### src/rtl/pipelined_control_unit_if.sv
// Control-unit bus between the ID-stage datapath and the pipelined control unit.
//   ID inputs  : op_in, func_in, id_rs/id_rt/id_rd, id_valid, branch_taken
//   ID outputs : stall, flush_if_id, id_jump, id_illegal
//   EX outputs : ex_ALUSrc, ex_regDst, ex_branch, ex_ALUOp, ex_func, fwd_a, fwd_b
//   MEM outputs: mem_memRead, mem_memWrite
//   WB outputs : wb_regWrite, wb_memToReg, wb_dest
// master = datapath side, slave = control unit.
interface pipelined_control_unit_if #(
  parameter int OP_W  = 6,
  parameter int REG_W = 5
);
  logic [OP_W-1:0]  op_in;
  logic [OP_W-1:0]  func_in;
  logic [REG_W-1:0] id_rs;
  logic [REG_W-1:0] id_rt;
  logic [REG_W-1:0] id_rd;
  logic             id_valid;
  logic             branch_taken;

  logic             stall;
  logic             flush_if_id;
  logic             id_jump;
  logic             id_illegal;
  logic             ex_ALUSrc;
  logic             ex_regDst;
  logic             ex_branch;
  logic [1:0]       ex_ALUOp;
  logic [OP_W-1:0]  ex_func;
  logic             mem_memRead;
  logic             mem_memWrite;
  logic             wb_regWrite;
  logic             wb_memToReg;
  logic [REG_W-1:0] wb_dest;
  logic [1:0]       fwd_a;
  logic [1:0]       fwd_b;

  modport master (
    output op_in, func_in, id_rs, id_rt, id_rd, id_valid, branch_taken,
    input  stall, flush_if_id, id_jump, id_illegal,
           ex_ALUSrc, ex_regDst, ex_branch, ex_ALUOp, ex_func,
           mem_memRead, mem_memWrite, wb_regWrite, wb_memToReg, wb_dest,
           fwd_a, fwd_b
  );

  modport slave (
    input  op_in, func_in, id_rs, id_rt, id_rd, id_valid, branch_taken,
    output stall, flush_if_id, id_jump, id_illegal,
           ex_ALUSrc, ex_regDst, ex_branch, ex_ALUOp, ex_func,
           mem_memRead, mem_memWrite, wb_regWrite, wb_memToReg, wb_dest,
           fwd_a, fwd_b
  );
endinterface

### src/rtl/pipelined_control_unit.sv
// Pipelined MIPS control unit: decodes op/funct in ID, carries the control
// bundle through ID/EX, EX/MEM and MEM/WB, detects load-use hazards,
// flushes on taken branch / jump and produces EX forwarding selects.
// Ports: clk, rst (sync, active high), bus (pipelined_control_unit_if.slave).
module pipelined_control_unit #(
  parameter int OP_W      = 6,
  parameter int REG_W     = 5,
  parameter int HAZARD_EN = 1
) (
  input logic                    clk,
  input logic                    rst,
  pipelined_control_unit_if.slave bus
);

  localparam logic [OP_W-1:0] OP_RTYPE = OP_W'(6'b000000);
  localparam logic [OP_W-1:0] OP_ADDI  = OP_W'(6'b001000);
  localparam logic [OP_W-1:0] OP_LW    = OP_W'(6'b100011);
  localparam logic [OP_W-1:0] OP_SW    = OP_W'(6'b101011);
  localparam logic [OP_W-1:0] OP_BEQ   = OP_W'(6'b000100);
  localparam logic [OP_W-1:0] OP_J     = OP_W'(6'b000010);

  // ID decode
  logic             d_regWrite, d_memToReg, d_memRead, d_memWrite;
  logic             d_branch, d_ALUSrc, d_regDst, d_jump, d_illegal, rt_used;
  logic [1:0]       d_ALUOp;
  logic [REG_W-1:0] id_dest;

  // pipeline state not visible on the bus
  logic             ex_regWrite, ex_memToReg, ex_memRead, ex_memWrite;
  logic [REG_W-1:0] ex_dest, ex_rs, ex_rt;
  logic             mem_regWrite, mem_memToReg;
  logic [REG_W-1:0] mem_dest;

  logic load_use, bubble;

  always_comb begin
    d_regWrite = 1'b0;
    d_memToReg = 1'b0;
    d_memRead  = 1'b0;
    d_memWrite = 1'b0;
    d_branch   = 1'b0;
    d_ALUSrc   = 1'b0;
    d_regDst   = 1'b0;
    d_jump     = 1'b0;
    d_illegal  = 1'b0;
    rt_used    = 1'b0;
    d_ALUOp    = 2'b00;
    if (bus.id_valid) begin
      case (bus.op_in)
        OP_RTYPE: begin
          // funct 0 is the canonical NOP and must leave no trace
          if (bus.func_in != '0) begin
            d_regWrite = 1'b1;
            d_regDst   = 1'b1;
            rt_used    = 1'b1;
          end
        end
        OP_ADDI: begin
          d_regWrite = 1'b1;
          d_ALUSrc   = 1'b1;
          d_ALUOp    = 2'b10;
        end
        OP_LW: begin
          d_regWrite = 1'b1;
          d_ALUSrc   = 1'b1;
          d_memRead  = 1'b1;
          d_memToReg = 1'b1;
          d_ALUOp    = 2'b10;
        end
        OP_SW: begin
          d_ALUSrc   = 1'b1;
          d_memWrite = 1'b1;
          d_ALUOp    = 2'b10;
          rt_used    = 1'b1;
        end
        OP_BEQ: begin
          d_branch   = 1'b1;
          d_ALUOp    = 2'b11;
          rt_used    = 1'b1;
        end
        OP_J: begin
          d_jump     = 1'b1;
          d_ALUOp    = 2'b10;
        end
        default: d_illegal = 1'b1;
      endcase
    end
  end

  assign id_dest = d_regDst ? bus.id_rd : bus.id_rt;

  assign load_use = bus.id_valid && ex_memRead && (ex_dest != '0) &&
                    ((ex_dest == bus.id_rs) || (rt_used && (ex_dest == bus.id_rt)));

  // a taken branch squashes whatever sits in ID, so it also cancels stall and jump
  assign bus.stall       = (HAZARD_EN != 0) && load_use && !bus.branch_taken;
  assign bus.id_jump     = d_jump && !bus.branch_taken && !bus.stall;
  assign bus.flush_if_id = bus.branch_taken || bus.id_jump;
  assign bus.id_illegal  = d_illegal;

  // J needs nothing downstream, so it travels as a bubble
  assign bubble = bus.stall || bus.branch_taken || d_jump;

  always_comb begin
    bus.fwd_a = 2'b00;
    if (mem_regWrite && (mem_dest != '0) && (mem_dest == ex_rs))
      bus.fwd_a = 2'b10;
    else if (bus.wb_regWrite && (bus.wb_dest != '0) && (bus.wb_dest == ex_rs))
      bus.fwd_a = 2'b01;
  end

  always_comb begin
    bus.fwd_b = 2'b00;
    if (mem_regWrite && (mem_dest != '0) && (mem_dest == ex_rt))
      bus.fwd_b = 2'b10;
    else if (bus.wb_regWrite && (bus.wb_dest != '0) && (bus.wb_dest == ex_rt))
      bus.fwd_b = 2'b01;
  end

  always_ff @(posedge clk) begin
    if (rst) begin
      ex_regWrite      <= 1'b0;
      ex_memToReg      <= 1'b0;
      ex_memRead       <= 1'b0;
      ex_memWrite      <= 1'b0;
      bus.ex_branch    <= 1'b0;
      bus.ex_ALUSrc    <= 1'b0;
      bus.ex_regDst    <= 1'b0;
      bus.ex_ALUOp     <= 2'b00;
      bus.ex_func      <= '0;
      ex_dest          <= '0;
      ex_rs            <= '0;
      ex_rt            <= '0;
      mem_regWrite     <= 1'b0;
      mem_memToReg     <= 1'b0;
      bus.mem_memRead  <= 1'b0;
      bus.mem_memWrite <= 1'b0;
      mem_dest         <= '0;
      bus.wb_regWrite  <= 1'b0;
      bus.wb_memToReg  <= 1'b0;
      bus.wb_dest      <= '0;
    end else begin
      if (bubble) begin
        ex_regWrite   <= 1'b0;
        ex_memToReg   <= 1'b0;
        ex_memRead    <= 1'b0;
        ex_memWrite   <= 1'b0;
        bus.ex_branch <= 1'b0;
        bus.ex_ALUSrc <= 1'b0;
        bus.ex_regDst <= 1'b0;
        bus.ex_ALUOp  <= 2'b00;
        bus.ex_func   <= '0;
        ex_dest       <= '0;
        ex_rs         <= '0;
        ex_rt         <= '0;
      end else begin
        ex_regWrite   <= d_regWrite;
        ex_memToReg   <= d_memToReg;
        ex_memRead    <= d_memRead;
        ex_memWrite   <= d_memWrite;
        bus.ex_branch <= d_branch;
        bus.ex_ALUSrc <= d_ALUSrc;
        bus.ex_regDst <= d_regDst;
        bus.ex_ALUOp  <= d_ALUOp;
        bus.ex_func   <= bus.id_valid ? bus.func_in : '0;
        ex_dest       <= bus.id_valid ? id_dest : '0;
        ex_rs         <= bus.id_valid ? bus.id_rs : '0;
        ex_rt         <= bus.id_valid ? bus.id_rt : '0;
      end
      mem_regWrite     <= ex_regWrite;
      mem_memToReg     <= ex_memToReg;
      bus.mem_memRead  <= ex_memRead;
      bus.mem_memWrite <= ex_memWrite;
      mem_dest         <= ex_dest;
      bus.wb_regWrite  <= mem_regWrite;
      bus.wb_memToReg  <= mem_memToReg;
      bus.wb_dest      <= mem_dest;
    end
  end

endmodule

### src/flat_wrapper.sv
// flat-port wrapper written by rule: the top's interface ports become plain ports
module pipelined_control_unit_flat 
#(
  parameter int OP_W      = 6,
  parameter int REG_W     = 5,
  parameter int HAZARD_EN = 1
)
  (clk, rst, bus_op_in, bus_func_in, bus_id_rs, bus_id_rt, bus_id_rd, bus_id_valid, bus_branch_taken, bus_stall, bus_flush_if_id, bus_id_jump, bus_id_illegal, bus_ex_ALUSrc, bus_ex_regDst, bus_ex_branch, bus_ex_ALUOp, bus_ex_func, bus_mem_memRead, bus_mem_memWrite, bus_wb_regWrite, bus_wb_memToReg, bus_wb_dest, bus_fwd_a, bus_fwd_b);
  pipelined_control_unit_if #(.OP_W(OP_W), .REG_W(REG_W)) bus_i ();
  input logic clk;
  input logic rst;
  input wire logic [$bits(bus_i.op_in)-1:0] bus_op_in;
  input wire logic [$bits(bus_i.func_in)-1:0] bus_func_in;
  input wire logic [$bits(bus_i.id_rs)-1:0] bus_id_rs;
  input wire logic [$bits(bus_i.id_rt)-1:0] bus_id_rt;
  input wire logic [$bits(bus_i.id_rd)-1:0] bus_id_rd;
  input wire logic [$bits(bus_i.id_valid)-1:0] bus_id_valid;
  input wire logic [$bits(bus_i.branch_taken)-1:0] bus_branch_taken;
  output wire logic [$bits(bus_i.stall)-1:0] bus_stall;
  output wire logic [$bits(bus_i.flush_if_id)-1:0] bus_flush_if_id;
  output wire logic [$bits(bus_i.id_jump)-1:0] bus_id_jump;
  output wire logic [$bits(bus_i.id_illegal)-1:0] bus_id_illegal;
  output wire logic [$bits(bus_i.ex_ALUSrc)-1:0] bus_ex_ALUSrc;
  output wire logic [$bits(bus_i.ex_regDst)-1:0] bus_ex_regDst;
  output wire logic [$bits(bus_i.ex_branch)-1:0] bus_ex_branch;
  output wire logic [$bits(bus_i.ex_ALUOp)-1:0] bus_ex_ALUOp;
  output wire logic [$bits(bus_i.ex_func)-1:0] bus_ex_func;
  output wire logic [$bits(bus_i.mem_memRead)-1:0] bus_mem_memRead;
  output wire logic [$bits(bus_i.mem_memWrite)-1:0] bus_mem_memWrite;
  output wire logic [$bits(bus_i.wb_regWrite)-1:0] bus_wb_regWrite;
  output wire logic [$bits(bus_i.wb_memToReg)-1:0] bus_wb_memToReg;
  output wire logic [$bits(bus_i.wb_dest)-1:0] bus_wb_dest;
  output wire logic [$bits(bus_i.fwd_a)-1:0] bus_fwd_a;
  output wire logic [$bits(bus_i.fwd_b)-1:0] bus_fwd_b;
  assign bus_i.op_in = bus_op_in;
  assign bus_i.func_in = bus_func_in;
  assign bus_i.id_rs = bus_id_rs;
  assign bus_i.id_rt = bus_id_rt;
  assign bus_i.id_rd = bus_id_rd;
  assign bus_i.id_valid = bus_id_valid;
  assign bus_i.branch_taken = bus_branch_taken;
  assign bus_stall = bus_i.stall;
  assign bus_flush_if_id = bus_i.flush_if_id;
  assign bus_id_jump = bus_i.id_jump;
  assign bus_id_illegal = bus_i.id_illegal;
  assign bus_ex_ALUSrc = bus_i.ex_ALUSrc;
  assign bus_ex_regDst = bus_i.ex_regDst;
  assign bus_ex_branch = bus_i.ex_branch;
  assign bus_ex_ALUOp = bus_i.ex_ALUOp;
  assign bus_ex_func = bus_i.ex_func;
  assign bus_mem_memRead = bus_i.mem_memRead;
  assign bus_mem_memWrite = bus_i.mem_memWrite;
  assign bus_wb_regWrite = bus_i.wb_regWrite;
  assign bus_wb_memToReg = bus_i.wb_memToReg;
  assign bus_wb_dest = bus_i.wb_dest;
  assign bus_fwd_a = bus_i.fwd_a;
  assign bus_fwd_b = bus_i.fwd_b;
  pipelined_control_unit #(.OP_W(OP_W), .REG_W(REG_W), .HAZARD_EN(HAZARD_EN)) u_core (.clk(clk), .rst(rst), .bus(bus_i));
endmodule
### config.mk
export PLATFORM = sky130hd
export DESIGN_NAME = pipelined_control_unit_flat
export DESIGN_NICKNAME = d
export VERILOG_FILES = /design/src/rtl/pipelined_control_unit_if.sv /design/src/rtl/pipelined_control_unit.sv /design/src/flat_wrapper.sv
export SDC_FILE = /design/constraint.sdc
export NUM_CORES = 1
export LEC_CHECK = 0
export ABC_AREA = 1
export BUFFER_PORTS_ARGS = -buffer_cell sky130_fd_sc_hd__buf_2
export CORE_MARGIN = 4
export CORE_UTILIZATION = 46
export CTS_BUF_LIST = sky130_fd_sc_hd__clkbuf_4 sky130_fd_sc_hd__clkbuf_8
export DETAILED_ROUTE_END_ITERATION = 8
export PLACE_DENSITY_LB_ADDON = 0.3
export SETUP_SLACK_MARGIN = 0.3
export SYNTH_ARGS = -nofsm -noshare
export SYNTH_HDL_FRONTEND = slang
export SYNTH_SLANG_ARGS = --single-unit
### constraint.sdc
create_clock -name clk -period 1.5 [get_ports clk]
set_input_delay 0.3 -clock clk [delete_from_list [all_inputs] [get_ports clk]]
set_output_delay 0.3 -clock clk [all_outputs]
set_load 0.01 [all_outputs]
# Word level (Yosys, flattened, before mapping)
# Cells that the tools add are included.
# Widths: inputs -> output; s select.
# classes
n_eq_ne,11
n_mux,20
n_bitwise,1
n_reduce_logical,31
# op_table
operator,count
$eq 5x5->1,6
$reduce_bool 5->1,3
$mux 1,14
$logic_and 1x1->1,13
$eq 6x6->1 const B,2
$eq 6x2->1 const B,1
$eq 6x3->1 const B,1
$eq 6x4->1 const B,1
$logic_not 6->1,1
$reduce_bool 6->1,1
$reduce_or 2->1,3
$reduce_or 3->1,2
$reduce_or 6->1,1
$mux 5,1
$logic_or 1x1->1,4
$mux 2,2
$pmux 1 s2,2
$pmux 2 s2,1
$reduce_or 4->1,1
$logic_not 1->1,2
$not 1->1,1
# word_totals
regBits,44
wordCells,81

# Depth between registers and ports, before layout
# depth
depth_word,11
mapped_depth,13
depth_no_buf,11

# Least setup slack after synthesis
# Ideal clock, no wire load.
# synth_timing
path_type,flip-flop to output port
start,register u_core.mem_dest[4]
end,output port bus_fwd_b[0]
arrival_time_ns,1.206
t_required_ns,1.200
path_slack_ns,-0.006
stages_incl_launch_ff,5
path_buffers,0
path_cell_list,dfxtp_1 xnor2_1 nand3_1 nor4_1 nor2_1
# synth_between
elab_chain_cells,4
# synth_lines
element,line_no,rtl
start: declaration,pipelined_control_unit.sv:32,logic [REG_W-1:0] mem_dest;
start signal: assignment,pipelined_control_unit.sv:174,mem_dest <= ex_dest;
$reduce_bool 5->1,pipelined_control_unit.sv:114,if (mem_regWrite && (mem_dest != '0) && (mem_dest == ex_rt))
$logic_and 1x1->1,pipelined_control_unit.sv:114,
$logic_and 1x1->1 *,pipelined_control_unit.sv:114,
$mux 2 *,pipelined_control_unit.sv:114,
end: declaration,flat_wrapper.sv:34,output wire logic [$bits(bus_i.fwd_b)-1:0] bus_fwd_b;
# Every way passes the cells marked *; elsewhere a longest branch is shown, timed or not.

# Worst setup path in the final report
# layout_timing
start,register u_core.ex_dest[2]
end,output port bus_id_jump
# layout_between
elab_chain_cells,7
# layout_lines
element,line_no,rtl
start: declaration,pipelined_control_unit.sv:30,"logic [REG_W-1:0] ex_dest, ex_rs, ex_rt;"
start signal: assignment,pipelined_control_unit.sv:166,ex_dest <= bus.id_valid ? id_dest : '0;
$eq 5x5->1,pipelined_control_unit.sv:93,((ex_dest == bus.id_rs) || (rt_used && (ex_dest == bus.id_rt)));
$logic_and 1x1->1,pipelined_control_unit.sv:93,
$logic_or 1x1->1,pipelined_control_unit.sv:93,
$logic_and 1x1->1 *,pipelined_control_unit.sv:92,assign load_use = bus.id_valid && ex_memRead && (ex_dest != '0) &&
$logic_and 1x1->1 *,pipelined_control_unit.sv:96,assign bus.stall = (HAZARD_EN != 0) && load_use && !bus.branch_taken;
$logic_not 1->1 *,pipelined_control_unit.sv:97,assign bus.id_jump = d_jump && !bus.branch_taken && !bus.stall;
$logic_and 1x1->1 *,pipelined_control_unit.sv:97,
end: declaration,flat_wrapper.sv:21,output wire logic [$bits(bus_i.id_jump)-1:0] bus_id_jump;
# Marks and branches as above.

==> results by group <==
Run status
  • Status: complete, but fails checks
  • Violated checks: negative setup slack

STA
  • Fin Hold WS: 0.215 ns
  • RSZ-0062 raised after global routing: true
  • Fmax: 548 MHz
  • Final hold viol count: 0
  • Worst slew pin tran: 0.239 ns
  • Relative slew slack: 84.0%
  • Skew final: 0.00458 ns
  • Final critical-path share of the clock period: 122%
  • Setup WS post-layout: -0.325 ns
  • Setup Viol. Count Final: 8
  • Max-slew violation count: 0
  • Min Tclk post-route: 1.83 ns

Clock tree
  • Hold_buf cts: 0
  • H-tree depth: 2
  • Root Driver: clkbuf_8
  • Total CTS buffers: 5
  • Clock Path Buffers: 2
  • Clock Sinks: 44
  • CTS clk-pin slew, worst paths: 0.08 ns
  • CTS tree: yes
  • Clock latency on the worst-skew pair: 0.30 ns

Pwr
  • Sw Pwr: 547 uW
  • VDD IR-drop max: 594 uV
  • Pleak: 1.43 nW
  • Sw Share: 24.2%
  • Reg power frac: 53.0%
  • Power Total: 2.26 mW
  • Power per cell area: 804 nW/um^2
  • Clock power share: 34.4%
  • Comb pwr share: 12.5%
  • Total internal power: 1.72 mW

Logic synthesis
  • Most used flip-flop cell after synthesis: dfxtp_1
  • Yosys top cell by area: dfxtp_1
  • Seq/Total Area, Yosys: 45.9%
  • Syn Area/Cell: 7.62 sq um
  • Async S/R FF share, synth: 0%
  • Area contributors post-synth: dfxtp_1 (46%), nor2_1 (9.4%), inv_1 (8.2%), xnor2_1 (8.2%), nand2_1 (6.5%)
  • Synthesized area: 1920 sq um
  • Post-Synthesis Cells: 252
  • Post-synth net total: 283
  • Yosys cell types: 23
  • Ys Warns: 0
  • Top cell type's share of synthesized area: 45.9%
  • Commonest cells post-synth: nor2_1 (48), dfxtp_1 (44), inv_1 (42)
  • Cell with the most instances after synthesis: nor2_1
  • Number of synthesized register bits: 44
  • Post-synth EDFFs: 0

Global routing
  • Largest net degree at the start of global routing: 17
  • Initial antenna violation count: 0
  • Vias in the first global route: 1758
  • Global-route wire length before repair: 7.56 mm
  • GRT overflow: 0
  • Aggregate global-route resource usage: 18.7%

Floorplan
  • Area of the die: 5270 sq um
  • Core area: 4030 sq um
  • Die Y-Extent: 72.6 um
  • DIE WIDTH: 72.6 um
  • IO Pins: 59
  • Initial core utilization: 47.6%
  • Num rows: 23

Route
  • Drt via density: 4.52
  • Remaining antenna violation count: 0
  • First-pass DRT Iterations: 4
  • Routed WL: 4.65 mm
  • DRC viols: 0
  • Vias: 1790
  • WL/cell: 11.7 um
  • DRT iter0 DRCs: 44

Placement
  • Port Buf Inserts: 58
  • Place WS: -0.142 ns
  • Hpwl dp: 3.18 mm
  • Placed insts: 376
  • Placer Congestion: 0.810

Worst setup path
  • Critical-path cell list: inv_2 > buf_4 > nand4_1 > o211ai_1 > inv_1 > nand2_2 > nand3_2 > inv_1 > buf_2
  • CP max-delay cell: dfxtp_2
  • Setup crit end kind: primary output
  • Maximum fanout along the worst path: 3
  • Critical Path Source Type: flip-flop
  • Crit Path Category: flip-flop to primary output
  • Critical Path RT: 1.20 ns
  • R2R Setup Slk: 0.05 ns
  • Max incr delay on CP: 0.34 ns
  • Worst path arrival time: 1.53 ns
  • CP most frequent cell: inv_1

Cells and area
  • Final core occ: 69.8%
  • Diodes inserted: 0
  • Final Non-Filler Cells: 396
  • P&R area growth vs syn: 46.6%
  • Area of the multi-input gates: 947 sq um
  • Filler Cell Count: 333
  • Share of layout cells above drive strength 1: 47.1%
  • Register Area: 911 sq um
  • Final net count: 376

Job
  • Max-cap violation count: 0

Worst hold path
  • Worst hold path class: input port to flip-flop
worst max-delay path: cells and delay by family, from the launching register on:
family	cells	cell delay, ns
flops	1	0.34
buf+inv	5	0.42
simple gates	3	0.30
compound gates	1	0.18
through the flow:
step	setup TNS [ns]	cell area [sq um]
3_3_place_gp	-0.272	2450
3_5_place_dp	-0.463	2450
6_report	-1.60	2810
2_1_floorplan	0	1950
4_1_cts	-1.68	2720
5_1_grt	-3.84	2810
layer usage:
| layer | track usage [%] | wire [um] |
|---|---|---|
| met5 | 0 | 0 |
| met4 | 9.43 | 148 |
| met3 | 6.61 | 307 |
| met2 | 33.2 | 2390 |
| met1 | 19.2 | 1800 |
cells by family after synthesis:
| family | share of synthesized area (%) |
|---|---|
| compound gates | 2.22 |
| buf+inv | 11.4 |
| flops | 45.9 |
| simple gates | 29.5 |
| xor+xnor | 11.0 |
final timing paths:
| check | endpoint | depth (start not counted) | startpoint |
|---|---|---|---|
| worst max-delay path | bus_id_jump | 9 | u_core.ex_dest[2] |
| worst min-delay path | u_core.bus.ex_func[4] | 3 | bus_func_in[4] |
| worst max register to register | u_core.ex_rt[3] | 9 | u_core.ex_dest[2] |
| worst min register to register | u_core.mem_regWrite | 2 | u_core.ex_regWrite |
cells in the final DEF (no fill, tap or decap), drive strengths merged:
cell      instances
buf              91
nor2             63
inv              48
dfxtp            44
nand2            35
xnor2            18
nand3            11
nand4             7
clkbuf            7
xor2              6
o21ai             6
nor3              5
nor4              1
a21oi             1
o211ai            1
and3              1
clkinvlp          1
flip-flops by register name, summed over array words and instances, names as in the netlist:
signal and flops:
u_core.ex_rs 5, u_core.mem_dest 5, u_core.bus.ex_branch 1, u_core.ex_rt 5, u_core.ex_dest 5, u_core.mem_regWrite 1
u_core.ex_regWrite 1, u_core.bus.wb_memToReg 1, u_core.ex_memWrite 1, u_core.bus.wb_dest 5, u_core.bus.wb_regWrite 1, u_core.bus.ex_func 6
u_core.ex_memToReg 1, u_core.bus.ex_ALUSrc 1, u_core.bus.ex_ALUOp 2, u_core.bus.mem_memWrite 1, u_core.bus.ex_regDst 1, u_core.bus.mem_memRead 1
power groups by stage:
stage	Clock (mW)	Sequential [mW]	Combinational (mW)
3_5_place_dp	0	1.23	0.239
2_1_floorplan	0	1.23	0.129
6_report	0.779	1.20	0.284
4_1_cts	0.800	1.20	0.268
3_3_place_gp	0	1.23	0.235
5_1_grt	0.836	1.20	0.314
timing repair:
item	CTS	global route
hold endpoints to repair	0	0
gates resized for setup	37	14
setup buffers	9	3
endpoints found under the setup margin	37	39
pin swaps	17	9
final cells by class:
class	instances	area share, %
Timing Repair Buffer	91	21.9
Tap cell	50	2.22
Clock inverter	1	0.267
Clock buffer	7	3.20
Sequential cell	44	32.4
Multi-Input combinational cell	155	33.7
Inverter	48	6.40
(Power assumes the default switching activity.)
